$ cat src/rtl/countdown_timer_if.sv
`default_nettype none
// ----------------------------------------------------------------------------
// countdown_timer_if : control inputs and display/status outputs of the timer
// Revision 1.0
// ----------------------------------------------------------------------------
interface countdown_timer_if;
   logic       load;
   logic       start;
   logic [6:0] value;
   logic [0:6] HEX1;
   logic [0:6] HEX0;
   logic       busy;
   logic       done;

   modport master (
      output load, start, value,
      input  HEX1, HEX0, busy, done
   );

   modport slave (
      input  load, start, value,
      output HEX1, HEX0, busy, done
   );
endinterface
`default_nettype wire

$ cat src/rtl/countdown_timer.sv
`default_nettype none
// ----------------------------------------------------------------------------
// countdown_timer : two-digit BCD countdown with start/pause, 7-segment output
// Revision 1.0
// ----------------------------------------------------------------------------
module countdown_timer #(
   parameter int TICK_DIV = 50000000
) (
   input  logic              CLOCK_50,
   input  logic              reset,
   countdown_timer_if.slave  bus
);

   localparam int                TICK_W    = (TICK_DIV > 2) ? $clog2(TICK_DIV) : 1;
   localparam logic [TICK_W-1:0] TICK_LAST = TICK_W'(TICK_DIV - 1);

   localparam logic [1:0] ST_IDLE  = 2'd0;
   localparam logic [1:0] ST_RUN   = 2'd1;
   localparam logic [1:0] ST_PAUSE = 2'd2;
   localparam logic [1:0] ST_DONE  = 2'd3;

   logic [1:0]        state_q, state_d;
   logic [3:0]        tens_q, tens_d;
   logic [3:0]        units_q, units_d;
   logic [TICK_W-1:0] tick_q, tick_d;
   logic              start_q, start_d;

   logic              start_edge;
   logic [6:0]        clamped;

   function automatic logic [0:6] seg7(input logic [3:0] d);
      case (d)
         4'd0:    seg7 = 7'b0000001;
         4'd1:    seg7 = 7'b1001111;
         4'd2:    seg7 = 7'b0010010;
         4'd3:    seg7 = 7'b0000110;
         4'd4:    seg7 = 7'b1001100;
         4'd5:    seg7 = 7'b0100100;
         4'd6:    seg7 = 7'b0100000;
         4'd7:    seg7 = 7'b0001111;
         4'd8:    seg7 = 7'b0000000;
         4'd9:    seg7 = 7'b0000100;
         default: seg7 = 7'b1111111;
      endcase
   endfunction

   always_comb begin
      start_edge = bus.start & ~start_q;
      clamped    = (bus.value > 7'd99) ? 7'd99 : bus.value;

      state_d = state_q;
      tens_d  = tens_q;
      units_d = units_q;
      tick_d  = tick_q;
      start_d = bus.start;

      if (bus.load) begin
         state_d = ST_IDLE;
         tens_d  = 4'(clamped / 7'd10);
         units_d = 4'(clamped % 7'd10);
         tick_d  = '0;
      end else begin
         case (state_q)
            ST_IDLE: begin
               if (start_edge && (tens_q != 4'd0 || units_q != 4'd0)) begin
                  state_d = ST_RUN;
                  tick_d  = '0;
               end
            end
            ST_RUN: begin
               // A pause request freezes the tick counter in this very cycle.
               if (start_edge) begin
                  state_d = ST_PAUSE;
               end else if (tick_q == TICK_LAST) begin
                  tick_d = '0;
                  if (units_q == 4'd0) begin
                     units_d = 4'd9;
                     tens_d  = tens_q - 4'd1;
                  end else begin
                     units_d = units_q - 4'd1;
                  end
                  if (tens_q == 4'd0 && units_q == 4'd1) begin
                     state_d = ST_DONE;
                  end
               end else begin
                  tick_d = tick_q + 1'b1;
               end
            end
            ST_PAUSE: begin
               if (start_edge) begin
                  state_d = ST_RUN;
               end
            end
            default: begin
               state_d = state_q;
            end
         endcase
      end
   end

   always_ff @(posedge CLOCK_50) begin
      if (reset) begin
         state_q <= ST_IDLE;
         tens_q  <= 4'd0;
         units_q <= 4'd0;
         tick_q  <= '0;
         start_q <= 1'b1;
      end else begin
         state_q <= state_d;
         tens_q  <= tens_d;
         units_q <= units_d;
         tick_q  <= tick_d;
         start_q <= start_d;
      end
   end

   assign bus.HEX1 = seg7(tens_q);
   assign bus.HEX0 = seg7(units_q);
   assign bus.busy = (state_q == ST_RUN);
   assign bus.done = (state_q == ST_DONE);

endmodule
`default_nettype wire

$ cat src/flat_wrapper.sv
// flat-port wrapper written by rule: the top's interface ports become plain ports
module countdown_timer_flat 
#(
   parameter int TICK_DIV = 50000000
)
  (CLOCK_50, reset, bus_load, bus_start, bus_value, bus_HEX1, bus_HEX0, bus_busy, bus_done);
  countdown_timer_if bus_i ();
  input  logic CLOCK_50;
  input  logic reset;
  input wire logic [$bits(bus_i.load)-1:0] bus_load;
  input wire logic [$bits(bus_i.start)-1:0] bus_start;
  input wire logic [$bits(bus_i.value)-1:0] bus_value;
  output wire logic [$bits(bus_i.HEX1)-1:0] bus_HEX1;
  output wire logic [$bits(bus_i.HEX0)-1:0] bus_HEX0;
  output wire logic [$bits(bus_i.busy)-1:0] bus_busy;
  output wire logic [$bits(bus_i.done)-1:0] bus_done;
  assign bus_i.load = bus_load;
  assign bus_i.start = bus_start;
  assign bus_i.value = bus_value;
  assign bus_HEX1 = bus_i.HEX1;
  assign bus_HEX0 = bus_i.HEX0;
  assign bus_busy = bus_i.busy;
  assign bus_done = bus_i.done;
  countdown_timer #(.TICK_DIV(TICK_DIV)) u_core (.CLOCK_50(CLOCK_50), .reset(reset), .bus(bus_i));
endmodule
$ cat config.mk
export PLATFORM = sky130hd
export DESIGN_NAME = countdown_timer_flat
export DESIGN_NICKNAME = d
export VERILOG_FILES = /design/src/rtl/countdown_timer_if.sv /design/src/rtl/countdown_timer.sv /design/src/flat_wrapper.sv
export SDC_FILE = /design/constraint.sdc
export NUM_CORES = 1
export LEC_CHECK = 0
export BUFFER_PORTS_ARGS = -buffer_cell sky130_fd_sc_hd__buf_2
export CELL_PAD_IN_SITES_DETAIL_PLACEMENT = 2
export CELL_PAD_IN_SITES_GLOBAL_PLACEMENT = 2
export CORE_MARGIN = 1
export CORE_UTILIZATION = 39
export CTS_CLUSTER_SIZE = 10
export DETAILED_ROUTE_END_ITERATION = 7
export GPL_ROUTABILITY_DRIVEN = 0
export PLACE_DENSITY = 0.83
export REMOVE_ABC_BUFFERS = 1
export SYNTH_ARGS = -nofsm -noshare
export SYNTH_HDL_FRONTEND = slang
export SYNTH_SLANG_ARGS = --single-unit
$ cat constraint.sdc
create_clock -name CLOCK_50 -period 9 [get_ports CLOCK_50]
set_input_delay 1.8 -clock CLOCK_50 [delete_from_list [all_inputs] [get_ports CLOCK_50]]
set_output_delay 1.8 -clock CLOCK_50 [all_outputs]
set_load 0.02 [all_outputs]
# --- After elaboration in Yosys (flattened, before gate mapping) ---
# Memory sizes are Yosys's and may differ from the RTL's. A register that Yosys moved wholly into a read port is not among the register bits.
# Cells that the tools add are included.
word_totals:
  ff_bits: 37
  rom_bits: 224
  inputBits: 11
  n_memories: 2
mem_list:
  columns: ["name", "depth", "width", "read_ports", "rd_clocked_by_memory_dff", "wr", "line_no", "text"]
  rows:
  - ["(no name shown)", 16, 7, 1, 1, 0, "countdown_timer.sv:32", "case (d)"]
  - ["(no name shown)", 16, 7, 1, 1, 0, "countdown_timer.sv:32", null]
classes:
  addsub: 3
  div: 2
  order_cmp: 1
  n_eq_ne: 11
  mux: 25
  n_bitwise: 2
  n_reduce_logical: 18
ops:
  columns: ["operator", "count"]
  rows:
  - ["two-way mux 26 bit", 3]
  - ["two-way mux 4 bit", 14]
  - ["case mux 26 bit (2 select lines)", 1]
  - ["adder 26 x 1 -> 26 bit (second input constant)", 1]
  - ["== test 26 bit (second input constant)", 1]
  - ["two-way mux 2 bit", 5]
  - ["logical NOT 4 bit", 2]
  - ["nonzero test 2 bit", 4]
  - ["nonzero test 4 bit", 2]
  - ["subtractor 4 x 1 -> 4 bit (second input constant)", 2]
  - ["divider 7 x 4 -> 7 bit (second input constant)", 1]
  - ["> comparator 7 bit (second input constant)", 1]
  - ["modulo 7 x 4 -> 7 bit (second input constant)", 1]
  - ["two-way mux 7 bit", 1]
  - ["inequality test 3 x 1 -> 1 bit (second input constant)", 2]
  - ["case mux 2 bit (3 select lines)", 1]
  - ["AND reduction 3 bit", 2]
  - ["AND reduction 5 bit", 1]
  - ["== test 2 bit (second input constant)", 2]
  - ["== test 4 x 1 -> 1 bit (second input constant)", 1]
  - ["inequality test 2 x 1 -> 1 bit (second input constant)", 2]
  - ["inequality test 2 bit (second input constant)", 2]
  - ["AND reduction 4 bit", 1]
  - ["nonzero test 3 bit", 1]
  - ["other kinds (7)", 8]

# --- Depth between registers and ports, before layout ---
logic_depth:
  word_depth: 8
  mapped_depth: 26
  ltp_nobuf: 23

# --- Worst setup path after synthesis ---
# Ideal clock, no wire load.
synth_timing:
  kind: "input-to-reg"
  start: "input bus_value[5]"
  end: "register, netlist name u_core.bus.HEX0[4]"
  setup_time_ns: 0.079
  t_arrival_ns: 6.297
  t_required_ns: 8.921
  path_slack_ns: 2.624
  cell_stages: 26
  path_buffers: 3
  path_cell_list: "buf_4 nand2_1 and2_1 ha_1 buf_2 and3_1 o21ai_0 nand2_1 ha_1 clkbuf_1 or3_1 o311ai_0 inv_1 a21oi_1 xnor2_1 ha_1 inv_1 a2111oi_1 a211oi_1 or3_4 a311oi_4 inv_1 ha_1 nor3_1 a21oi_1 a22oi_1"
synth_between:
  elab_chain_len: 6
synth_lines:
  columns: ["element", "line_no", "text"]
  rows:
  - ["start: declaration", "flat_wrapper.sv:12", "input wire logic [$bits(bus_i.value)-1:0] bus_value;"]
  - ["> comparator 7 bit", "countdown_timer.sv:49", "clamped = (bus.value > 7'd99) ? 7'd99 : bus.value;"]
  - ["two-way mux 7 bit (*)", "countdown_timer.sv:49", null]
  - ["modulo 7 x 4 -> 7 bit (*)", "countdown_timer.sv:60", "units_d = 4'(clamped % 7'd10);"]
  - ["two-way mux 4 bit (*)", "countdown_timer.sv:57", "if (bus.load) begin"]
  - ["two-way mux 4 bit (no line) (*) (2 in series)", null, null]
# Every way passes the cells marked *; elsewhere a longest branch is shown, timed or not.
# A chain may end at the register's enable or synchronous reset.

# --- Worst setup path in the final report ---
layout_timing:
  start: "input bus_value[6]"
  end: "register, netlist name u_core.bus.HEX0[4]"
layout_between:
  elab_chain_len: 6
layout_lines:
  columns: ["element", "line_no"]
  rows:
  - ["> comparator 7 bit", "countdown_timer.sv:49"]
  - ["two-way mux 7 bit (*)", "countdown_timer.sv:49"]
  - ["modulo 7 x 4 -> 7 bit (*)", "countdown_timer.sv:60"]
  - ["two-way mux 4 bit (*)", "countdown_timer.sv:57"]
  - ["two-way mux 4 bit (no line) (*) (2 in series)", null]
# Marks and branches as above.

==> results.cfg <==
[status]
status = finished, final reports clean

[critical_path]
crit_required_ns = 9.23
rr_worst_depth = 10
worstSetupStartpointType = input port
critical_path_class = in2reg
cp.arrival_ns = 7.19
r2r_end = u_core.bus.HEX1[3]$_DFF_P_
reg2reg_slack_ns = 5.86
reg2reg_from = u_core.state_q[0]$_SDFFE_PP0P_
crit_start = bus_value[6]
end_kind = flop
crit_fanout = 17

[clocking]
clock-root-buffer = clkbuf_8
clkLatencyLatePin_ns = 0.31
cts_buffer_depth = 2
cts_tree = built
htreeDepth = 2
clk_pin_slew_ns = 0.10
cts_setup_buffers = 0
cts-buffers-inserted = 5
cts_hold_buf = 0
ctsResizeCount = 0
clock_sinks = 51

[route]
finalWirelength_mm = 9.30
dr.pass1.iters = 4
route.detailed.drc = 0
via_count = 3047
ant_nets = 0
avgViaCountPerCell = 5.83
dr.first_iter.drc_count = 126
wl_per_cell_um = 17.8

[timing]
slew_violations = 0
fin_crit_ns = 6.96
slew_headroom_pct = 48.4
post-route-period-util_pct = 77.3
tightest_slew_ns = 0.774
fin_setup_tns_ns = 0
finClkSkew_ns = 0.00915
rsz0062_at_grt = no
hold_ws_ns = 0.515
max_clock_freq_ghz = 0.144
setup_violations = 0
final_hold_viol_count = 0

[logic_synthesis]
ys.flop_type = dfxtp_1
ys_seq_area_share_pct = 31.5
synth_top_family_by_area = simple AND/OR/NAND/NOR gates
synthSimpleGateAreaFrac_pct = 27.8
synth-edff-count = 0
async_flop_share_pct = 0
syn_avg_cell_area_um2 = 8.02
synth_compound_area_share_pct = 21.8
synth-xor-area-share_pct = 5.95
netlist_instances = 404
synth_mux_area_share_pct = 1.24
ys_types = 73
synth_adder_area_share_pct = 6.56
synth_area_um2 = 3240
ys_ff_latch = 51
yosysWarningCount = 0

[cells_and_area]
finalInstanceArea_um2 = 3510
nNetsFinal = 449
syn_to_final_growth_pct = 8.30
diodes = 0
drive_above_1_share_pct = 11.9
num-fill-cells = 923

[pwr]
peakVddDrop_uv = 74.3
leakage_nw = 1.39
p_per_area_nw_per_um2 = 150

[placement]
dp_hpwl_mm = 6.81
portBuffers = 26
placed_cell_area_um2 = 3430

[worst_hold_path]
min_to = u_core.tick_q[6]$_SDFFE_PP0P_
hp-start = u_core.tick_q[6]$_SDFFE_PP0P_
hold_class = reg2reg
whs_path_depth = 2

[flow_run]
drv_cap = 0

[floorplanning]
fp-row-count = 32
core_um2 = 7890
die-area_um2 = 8680
die_w_um = 93.2
ios = 27
die_y_um = 93.2
start_util_pct = 41.1

[grt]
grt_overflow_total = 0
first_global_vias = 3125
track_usage_pct = 22.7
grt_antenna_before_repair = 0
grt_pass1_wl_mm = 15.7
grt_max_degree = 23
-- layer usage --
metal	part of all wire [%]	vias up	track usage (%)
li1	-	1484	-
met1	47	1513	28.7
met2	49	42	40.3
met3	2.4	8	3.33
met4	1.1	0	5.38
met5	0	-	0
-- state kept, by name (all words and copies together) (netlist names) --
name and cells:
u_core.tens_q 4, u_core.state_q 2, u_core.start_q 1, u_core.bus.HEX0 7, u_core.bus.HEX1 7, u_core.tick_q 26
u_core.units_q 4
-- kinds of logic (layout without fill, tap and decap cells) --
group / after synthesis / in the layout
fa+ha+maj: 17 / 17
buf+inv: 39 / 56
mux: 4 / 4
simple gates: 171 / 171
compound gates: 100 / 100
flops: 51 / 51
xor+xnor: 22 / 22
-- worst max-delay path by stage --
stage               cells past startpoint  slack [ns]                         end
finish                                 24        2.04  u_core.bus.HEX0[4]$_DFF_P_
global route                           24        1.56  u_core.bus.HEX0[4]$_DFF_P_
CTS                                    24        2.02  u_core.bus.HEX1[3]$_DFF_P_
detailed placement                     24        1.73  u_core.bus.HEX0[4]$_DFF_P_
global placement                       24        2.09  u_core.bus.HEX0[4]$_DFF_P_
floorplan                              20        2.80  u_core.bus.HEX0[5]$_DFF_P_
-- area by class of cell --
cell class | count | area [um^2] | area share [%]
multi-input combinational | 314 | 2050 | 58.5
sequential | 51 | 1020 | 29.1
timing repair buffer | 28 | 145 | 4.14
tap | 102 | 128 | 3.64
inverter | 21 | 78.8 | 2.25
clock buffer | 5 | 68.8 | 1.96
clock inverter | 2 | 13.8 | 0.392
-- stage by stage --
stage | std cells | utilization (%) | setup slack (ns) | power [mW]
finish | 523 | 44.5 | 2.04 | 0.527
floorplan | 386 | - | 2.80 | 0.353
global placement | 516 | 43.4 | 2.09 | 0.394
CTS | 523 | 44.5 | 2.02 | 0.535
global route | 523 | 44.5 | 1.56 | 0.559
detailed placement | 516 | 43.4 | 1.73 | 0.399
-- Yosys cell counts (4+ instances only) --
cell type,n,area [um^2]
a31oi_1,4,25.0
a21o_1,5,37.5
o31ai_1,4,30.0
nand4_1,7,43.8
dfxtp_1,51,1020
nor2b_1,4,25.0
clkbuf_1,10,37.5
nor3_1,19,95.1
xnor2_1,6,52.6
nand2_1,33,124
inv_1,18,67.6
and4_1,6,52.6
a22oi_1,4,30.0
buf_2,6,30.0
mux2i_1,4,40.0
o21ai_0,14,70.1
a211oi_1,6,45.0
ha_1,17,213
o22ai_1,6,37.5
and3_1,8,50.1
nand3_1,8,40.0
and2_1,7,43.8
xor2_1,16,140
nor2_1,48,180
nand2b_1,4,25.0
a21oi_1,25,125
-- power breakdown --
group	total (mW)	switching (mW)	internal [mW]
Clock	0.131	0.0781	0.0534
Sequential	0.250	0.00768	0.242
Combinational	0.146	0.0929	0.0532
Total	0.527	0.179	0.349
-- layout by cell type, fill, tap and decap left out, types with 3 or more instances in the layout --
cell type   n
a311oi_1    3
xor2_1     16
a31oi_1     4
and3_1      8
a21oi_1    25
and2_1      7
xnor2_1     6
ha_1       17
a22oi_1     4
nand2_1    33
inv_1      18
mux2i_1     4
nand3_1     8
nand4_1     7
or2_1       3
nor2b_1     4
nand2b_1    4
o22ai_1     6
clkbuf_8    5
a21o_1      5
nor3_1     19
and4_1      6
o31ai_1     4
or2_2       3
nor2_1     48
dfxtp_1    51
a211oi_1    6
buf_2      26
o21ai_0    14
-- critical path, stage by stage --
cell and delay (ns):
buf_2 0.28, nand2_1 0.18, and2_1 0.20, ha_1 0.36, and3_1 0.24, o21ai_0 0.17, nand2_1 0.10, ha_1 0.31
and3b_1 0.26, o21ai_0 0.10, a32o_1 0.34, a21oi_1 0.22, xnor2_1 0.15, ha_1 0.23, inv_1 0.10, a2111oi_1 0.27
a211oi_1 0.16, or3_4 0.42, a311oi_4 0.48, inv_1 0.16, ha_1 0.24, nor3_1 0.19, a21oi_1 0.07, a22oi_1 0.14
No activity file was read; power rests on OpenSTA's default activity.
